--- src/rtl/operate_sequencer.sv ---
// operate_sequencer: runs one PDP-8 operate (opcode 7) instruction around the external
// micro-instruction decoder and commits AC/L/PC/MQ back to the datapath with start/done.
module operate_sequencer #(
   parameter bit HALT_ON_ILLEGAL = 1'b0,
   parameter bit OSR_ENABLE      = 1'b1
) (
   input  logic        clk,
   input  logic        reset_n,
   input  logic        start,
   input  logic [11:0] instr,
   input  logic [11:0] ac_in,
   input  logic        l_in,
   input  logic [11:0] pc_in,
   input  logic [11:0] switch_reg,
   input  logic        clear_halt,
   output logic        busy,
   output logic        done,
   output logic        illegal,
   output logic        halt,
   output logic [11:0] ac_out,
   output logic        l_out,
   output logic [11:0] pc_out,
   output logic [11:0] mq_out,
   output logic [8:0]  dec_i_reg,
   output logic [11:0] dec_ac,
   output logic        dec_l,
   input  logic [11:0] dec_ac_micro,
   input  logic        dec_l_micro,
   input  logic        dec_skip,
   input  logic        dec_g1,
   input  logic        dec_g2,
   input  logic        dec_g3
);
   // state     | meaning
   // S_IDLE    | waiting for start; outputs hold the last commit
   // S_ISSUE   | instruction and operands presented to the decoder
   // S_CAPTURE | decoder results registered, legality checked
   // S_COMMIT  | effects applied to AC/L/PC/MQ/halt, done pulses next cycle
   typedef enum logic [1:0] {S_IDLE, S_ISSUE, S_CAPTURE, S_COMMIT} state_t;

   state_t      r_state, w_next;
   logic [2:0]  r_opc;
   logic        r_cla, r_mqa, r_mql, r_osr, r_hlt;
   logic [11:0] r_ac, r_pc, r_sw, r_ac_micro, r_mq, r_ac_out, r_pc_out, r_dec_ac;
   logic        r_l, r_l_micro, r_skip, r_g1, r_g2, r_bad;
   logic        r_done, r_illegal, r_halt, r_l_out, r_dec_l;
   logic [8:0]  r_dec_i;
   logic        w_accept, w_onehot, w_l_c, w_halt_set;
   logic [11:0] w_a, w_ac_c, w_mq_c, w_pc_c;

   // The done cycle still counts as busy, so a start there is dropped as well.
   assign w_accept = (r_state == S_IDLE) && !r_done && start;
   assign w_onehot = (dec_g1 ^ dec_g2 ^ dec_g3) & ~(dec_g1 & dec_g2 & dec_g3);

   always_ff @(posedge clk or negedge reset_n) begin
      if (!reset_n) r_state <= S_IDLE;
      else          r_state <= w_next;
   end

   always_comb begin
      w_next = r_state;
      case (r_state)
         S_IDLE:    if (w_accept) w_next = S_ISSUE;
         S_ISSUE:   w_next = S_CAPTURE;
         S_CAPTURE: w_next = S_COMMIT;
         S_COMMIT:  w_next = S_IDLE;
         default:   w_next = S_IDLE;
      endcase
   end

   always_comb begin
      w_a        = r_cla ? 12'o0000 : r_ac;
      w_ac_c     = r_ac_out;
      w_l_c      = r_l_out;
      w_mq_c     = r_mq;
      w_pc_c     = r_pc + 12'd1;
      w_halt_set = 1'b0;
      if (r_bad) begin
         w_halt_set = HALT_ON_ILLEGAL;
      end else if (r_g1) begin
         w_ac_c = r_ac_micro;
         w_l_c  = r_l_micro;
      end else if (r_g2) begin
         w_ac_c     = (OSR_ENABLE && r_osr) ? (r_ac_micro | r_sw) : r_ac_micro;
         w_l_c      = r_l;
         w_halt_set = r_hlt;
         if (r_skip) w_pc_c = r_pc + 12'd2;
      end else begin
         w_l_c = r_l;
         // Swap reads the pre-instruction MQ; both sides come from registers.
         case ({r_mqa, r_mql})
            2'b11:   begin w_ac_c = r_mq;     w_mq_c = w_a; end
            2'b10:   w_ac_c = w_a | r_mq;
            2'b01:   begin w_ac_c = 12'o0000; w_mq_c = w_a; end
            default: w_ac_c = w_a;
         endcase
      end
      w_halt_set = w_halt_set && (r_state == S_COMMIT);
   end

   always_ff @(posedge clk or negedge reset_n) begin
      if (!reset_n) begin
         r_opc <= 3'd0;  r_cla <= 1'b0; r_mqa <= 1'b0; r_mql <= 1'b0;
         r_osr <= 1'b0;  r_hlt <= 1'b0;
         r_ac  <= 12'd0; r_l <= 1'b0; r_pc <= 12'd0; r_sw <= 12'd0;
         r_ac_micro <= 12'd0; r_l_micro <= 1'b0; r_skip <= 1'b0;
         r_g1  <= 1'b0;  r_g2 <= 1'b0; r_bad <= 1'b0;
         r_dec_i <= 9'd0; r_dec_ac <= 12'd0; r_dec_l <= 1'b0;
         r_done <= 1'b0; r_illegal <= 1'b0; r_halt <= 1'b0;
         r_ac_out <= 12'd0; r_l_out <= 1'b0; r_pc_out <= 12'd0; r_mq <= 12'd0;
      end else begin
         r_done    <= 1'b0;
         r_illegal <= 1'b0;
         if (w_accept) begin
            r_opc <= instr[11:9]; r_cla <= instr[7]; r_mqa <= instr[6];
            r_mql <= instr[4];    r_osr <= instr[2]; r_hlt <= instr[1];
            r_ac  <= ac_in; r_l <= l_in; r_pc <= pc_in; r_sw <= switch_reg;
            r_dec_i  <= instr[8:0];
            r_dec_ac <= ac_in;
            r_dec_l  <= l_in;
         end
         if (r_state == S_CAPTURE) begin
            r_ac_micro <= dec_ac_micro;
            r_l_micro  <= dec_l_micro;
            r_skip     <= dec_skip;
            r_g1       <= dec_g1;
            r_g2       <= dec_g2;
            r_bad      <= (r_opc != 3'b111) || !w_onehot;
         end
         if (r_state == S_COMMIT) begin
            r_done    <= 1'b1;
            r_illegal <= r_bad;
            r_ac_out  <= w_ac_c;
            r_l_out   <= w_l_c;
            r_pc_out  <= w_pc_c;
            r_mq      <= w_mq_c;
         end
         if (w_halt_set)      r_halt <= 1'b1;
         else if (clear_halt) r_halt <= 1'b0;
      end
   end

   assign busy      = (r_state != S_IDLE) || r_done;
   assign done      = r_done;
   assign illegal   = r_illegal;
   assign halt      = r_halt;
   assign ac_out    = r_ac_out;
   assign l_out     = r_l_out;
   assign pc_out    = r_pc_out;
   assign mq_out    = r_mq;
   assign dec_i_reg = r_dec_i;
   assign dec_ac    = r_dec_ac;
   assign dec_l     = r_dec_l;

endmodule

--- config.mk ---
export PLATFORM = sky130hd
export DESIGN_NAME = operate_sequencer
export DESIGN_NICKNAME = d
export VERILOG_FILES = /design/src/rtl/operate_sequencer.sv
export SDC_FILE = /design/constraint.sdc
export NUM_CORES = 1
export LEC_CHECK = 0
export CORE_MARGIN = 2
export CORE_UTILIZATION = 43
export CTS_BUF_LIST = sky130_fd_sc_hd__clkbuf_2
export DETAILED_ROUTE_END_ITERATION = 16
export PLACE_DENSITY = 0.73
export SYNTH_ARGS = -nofsm -noshare
export SYNTH_HDL_FRONTEND = slang
export SYNTH_SLANG_ARGS = --single-unit
--- constraint.sdc ---
create_clock -name clk -period 1.9 [get_ports clk]
set_input_delay 0.38 -clock clk [delete_from_list [all_inputs] [get_ports clk]]
set_output_delay 0.38 -clock clk [all_outputs]
set_load 0.01 [all_outputs]
==> flow_summary.html <==
<table>
<tr><th>Metric</th><th>Value</th></tr>
<tr><th colspan="2">Logic synthesis</th></tr>
<tr><td>Area of the mapped netlist</td><td>0.004757 mm^2</td></tr>
<tr><td>Net Count, Synth</td><td>460</td></tr>
<tr><td>Warnings from Yosys</td><td>0</td></tr>
<tr><td>Dominant synthesized flop cell</td><td>sky130_fd_sc_hd__dfrtp_1</td></tr>
<tr><td>Number of distinct standard cells referenced by the synthesized netlist</td><td>41</td></tr>
<tr><td>Largest cells by area after synthesis</td><td>sky130_fd_sc_hd__dfrtp_1 57%, sky130_fd_sc_hd__mux2_2 16%, sky130_fd_sc_hd__o21ai_0 2.4%</td></tr>
<tr><td>Synth Instances</td><td>383</td></tr>
<tr><td>Biggest area consumer among synthesized cells</td><td>sky130_fd_sc_hd__dfrtp_1</td></tr>
<tr><td>Post-synthesis sequential element count</td><td>108</td></tr>
<tr><td>Area fraction of the dominant cell type after synthesis</td><td>56.81%</td></tr>
<tr><td>Number of synthesized flops with an enable pin</td><td>0</td></tr>
<tr><td>Fraction of registers with async set or reset after synthesis</td><td>100.0%</td></tr>
<tr><td>Part of the Yosys area used for sequential elements</td><td>56.81%</td></tr>
<tr><td>Average footprint of a synthesized cell</td><td>12.42 um^2</td></tr>
<tr><th colspan="2">Placed design</th></tr>
<tr><td>Area post-placement</td><td>0.006279 mm^2</td></tr>
<tr><td>RD Place Congestion</td><td>0.7646</td></tr>
<tr><td>Total instance count after detailed placement</td><td>642</td></tr>
<tr><td>Quantity of I/O buffers inserted on ports</td><td>132</td></tr>
<tr><td>Post-detailed-placement half-perimeter wirelength</td><td>8502 um</td></tr>
<tr><th colspan="2">Floorplan</th></tr>
<tr><td>Height of the die</td><td>109.2 um</td></tr>
<tr><td>Die ar.</td><td>0.01192 mm^2</td></tr>
<tr><td>Number of top-level pins</td><td>133</td></tr>
<tr><td>Num rows</td><td>38</td></tr>
<tr><td>Initial cell density of the core</td><td>43.88%</td></tr>
<tr><td>Die span in x</td><td>109.2 um</td></tr>
<tr><td>Core area</td><td>0.01084 mm^2</td></tr>
<tr><th colspan="2">Final layout</th></tr>
<tr><td>Fraction of final layout cells sized beyond drive strength 1</td><td>27.11%</td></tr>
<tr><td>Post-route insts no fill</td><td>697</td></tr>
<tr><td>Growth of design area from synthesis to finish</td><td>39.66%</td></tr>
<tr><td>Most common cell after layout, fill and taps aside</td><td>sky130_fd_sc_hd__dfrtp_1</td></tr>
<tr><td>Number of antenna repair diodes</td><td>0</td></tr>
<tr><td>End-of-flow core utilization</td><td>61.29%</td></tr>
<tr><td>Commonest cells after routing, fill and taps aside</td><td>108 x sky130_fd_sc_hd__dfrtp_1, 68 x sky130_fd_sc_hd__clkdlybuf4s50_1, 67 x sky130_fd_sc_hd__mux2_2</td></tr>
<tr><td># nets final</td><td>629</td></tr>
<tr><td>Post-layout instance area</td><td>0.006644 mm^2</td></tr>
<tr><th colspan="2">Clock tree</th></tr>
<tr><td>Root buffer cell</td><td>sky130_fd_sc_hd__clkbuf_2</td></tr>
<tr><td>Number of clock sinks</td><td>108</td></tr>
<tr><td>Total CTS buffers</td><td>9</td></tr>
<tr><td>Clock slew at the register clock pins of the worst setup and hold paths</td><td>330 ps</td></tr>
<tr><td># H-tree levels</td><td>3</td></tr>
<tr><td>Clock Latency Late Sink</td><td>590 ps</td></tr>
<tr><td>Clock tree from TritonCTS</td><td>built</td></tr>
<tr><td>Clock buffer depth</td><td>2</td></tr>
<tr><th colspan="2">STA</th></tr>
<tr><td>Setup clock skew after layout</td><td>38.93 ps</td></tr>
<tr><td>Headroom to the max-slew limit</td><td>65.46%</td></tr>
<tr><td>Transition time at the pin with the least slew margin</td><td>515.8 ps</td></tr>
<tr><td>Final-report max-slew violation count</td><td>0</td></tr>
<tr><td>Peak Freq</td><td>0.5439 GHz</td></tr>
<tr><td>Setup tns final</td><td>0 ps</td></tr>
<tr><td>Number of hold-slack violations in the final timing report</td><td>0</td></tr>
<tr><td>Period utilisation layout</td><td>96.77%</td></tr>
<tr><td>Clock period minus final worst setup slack</td><td>1839 ps</td></tr>
<tr><td>Setup violations, final</td><td>0</td></tr>
<tr><td>RSZ-0062 raised after global routing</td><td>true</td></tr>
<tr><th colspan="2">Hold path</th></tr>
<tr><td>Hold/Removal Path Class</td><td>in -&gt; async</td></tr>
<tr><th colspan="2">Route</th></tr>
<tr><td>Number of detailed-route iterations in the first pass</td><td>5</td></tr>
<tr><td>Average routed wire per standard cell</td><td>17.11 um</td></tr>
<tr><td>Violation count after the first detailed-routing iteration</td><td>128</td></tr>
<tr><td>Post-route ant nets</td><td>0</td></tr>
<tr><td>Routed wire length</td><td>11930 um</td></tr>
<tr><td>Via density</td><td>5.327</td></tr>
<tr><td>Vias post-DR</td><td>3713</td></tr>
<tr><td>Count of unresolved DRC violations after routing</td><td>0</td></tr>
<tr><th colspan="2">GRT</th></tr>
<tr><td>Global-route wire length before repair</td><td>19360 um</td></tr>
<tr><td>Grt ovf</td><td>0</td></tr>
<tr><td>Antenna violations before repair</td><td>0</td></tr>
<tr><td>Overall Global Routing Usage</td><td>21.11%</td></tr>
<tr><td>Number of global-route vias before repair</td><td>3907</td></tr>
<tr><td>Pin count of the biggest net entering global routing</td><td>35</td></tr>
<tr><th colspan="2">Setup path</th></tr>
<tr><td>Critical path endpoint category</td><td>output pin</td></tr>
<tr><td>Startpoint-to-endpoint class of the critical path</td><td>reg -&gt; out</td></tr>
<tr><td>Arrival time reported for the critical path endpoint</td><td>1460 ps</td></tr>
<tr><td>Largest fanout on the critical path</td><td>3</td></tr>
<tr><td>Element type at the critical path start</td><td>flip-flop</td></tr>
<tr><td>Req. time, crit path</td><td>1520 ps</td></tr>
<tr><th colspan="2">Pwr</th></tr>
<tr><td>Maximum VDD drop</td><td>0.7963 mV</td></tr>
<tr><td>Power density over the cells</td><td>1537 mW/mm^2</td></tr>
<tr><td>Leakage power of the design</td><td>2.999 nW</td></tr>
<tr><td>Total power</td><td>0.01021 W</td></tr>
<tr><th colspan="2">Job</th></tr>
<tr><td>Max capacitance violation total</td><td>0</td></tr>
<tr><th colspan="2">Outcome</th></tr>
<tr><td>Outcome</td><td>finished clean</td></tr>
</table>
[metal layers]
metal	vias up	global-route usage (%)	share of wire [%]
li1	1719	-	-
met1	1848	24.95	40
met2	131	38.51	52
met3	15	6.575	7.2
met4	0	2.984	0.65
met5	-	0	0
[synth_stat cells, types with 2 or more instances]
library cell               count
sky130_fd_sc_hd__a211oi_1     12
sky130_fd_sc_hd__a21oi_1       6
sky130_fd_sc_hd__a221oi_1     12
sky130_fd_sc_hd__a31oi_1       4
sky130_fd_sc_hd__buf_1         7
sky130_fd_sc_hd__buf_2         2
sky130_fd_sc_hd__buf_4         5
sky130_fd_sc_hd__clkbuf_1     12
sky130_fd_sc_hd__dfrtp_1     108
sky130_fd_sc_hd__ha_1          7
sky130_fd_sc_hd__inv_1         6
sky130_fd_sc_hd__mux2_2       67
sky130_fd_sc_hd__mux2i_1       2
sky130_fd_sc_hd__nand2_1      29
sky130_fd_sc_hd__nand2b_1     14
sky130_fd_sc_hd__nand3_1       6
sky130_fd_sc_hd__nand4_1       5
sky130_fd_sc_hd__nor2_1       13
sky130_fd_sc_hd__nor2b_1       3
sky130_fd_sc_hd__o21ai_0      23
sky130_fd_sc_hd__o31ai_1      12
sky130_fd_sc_hd__or2_2         2
sky130_fd_sc_hd__or3_1         4
sky130_fd_sc_hd__xnor2_1       3
sky130_fd_sc_hd__xor2_1        3
[power by group]
group	switching [W]	internal (W)	total, W
Clock	0.000878	0.000240	0.00112
Combinational	0.00225	0.00270	0.00495
Sequential	0.000779	0.00337	0.00415
Total	0.00391	0.00631	0.0102
[final cells by class]
class                           count  area [um^2]
Fill cell                         919         4197
Sequential cell                   108         2703
Multi-Input combinational cell    241         1914
Timing Repair Buffer              186         1690
Tap cell                          140        175.2
Clock inverter                      7        93.84
Clock buffer                        9        45.04
Inverter                            6        22.52
[stage by stage]
| stage | worst slack (ps) | hold slack [ps] |
|---|---|---|
| after global placement | 193.7 | 365.4 |
| after CTS | 14.04 | 165.8 |
| after floorplan | 297.1 | 84.41 |
| final | 61.31 | 221.9 |
| after detailed placement | 167.3 | 372.9 |
| after global routing | -50.06 | 149.5 |
[worst max-delay path, cell delays in order (launching register included)]
cell and delay (ps):
sky130_fd_sc_hd__dfrtp_1 470, sky130_fd_sc_hd__inv_2 90, sky130_fd_sc_hd__ha_4 150, sky130_fd_sc_hd__nand2b_1 50
sky130_fd_sc_hd__buf_2 130
[logic make-up after synthesis]
logic type                 Yosys count  share of synthesized area, %
muxes                               70                         16.57
AOI/OAI and AO/OA                   76                         11.15
and+or+nand+nor                     82                         9.206
xor gates and xnor gates             6                         1.105
buffers and inverters               34                         3.314
DFF                                108                         56.81
adders and majority gates            7                         1.841
[path summary, 6_finish.rpt]
kind | from | endpoint | slack, ps | cells after the start
worst max-delay path | r_state[0]$_DFFE_PN0P_ | busy | 60 | 4
worst min-delay path | reset_n | dec_l$_DFFE_PN0P_ | 220 | 2
worst max register to register | r_pc[1]$_DFFE_PN0P_ | pc_out[10]$_DFFE_PN0P_ | 190 | 5
worst min register to register | ac_out[4]$_DFFE_PN0P_ | ac_out[4]$_DFFE_PN0P_ | 530 | 2
max in group asynchronous | reset_n | halt$_DFFE_PN0P_ | 1030 | 3
min in group clk | clear_halt | halt$_DFFE_PN0P_ | 350 | 2
[timing repair]
| item | in CTS | in global routing |
|---|---|---|
| hold buffers | 1 | 0 |
| resized for setup | 71 | 3 |
| setup buffers | 35 | 3 |
| pin swaps | 1 | 1 |
| setup endpoints to repair | 63 | 6 |
| endpoints found under the hold margin | 50 | 0 |
Note: power is estimated with default switching activity, not from simulation.
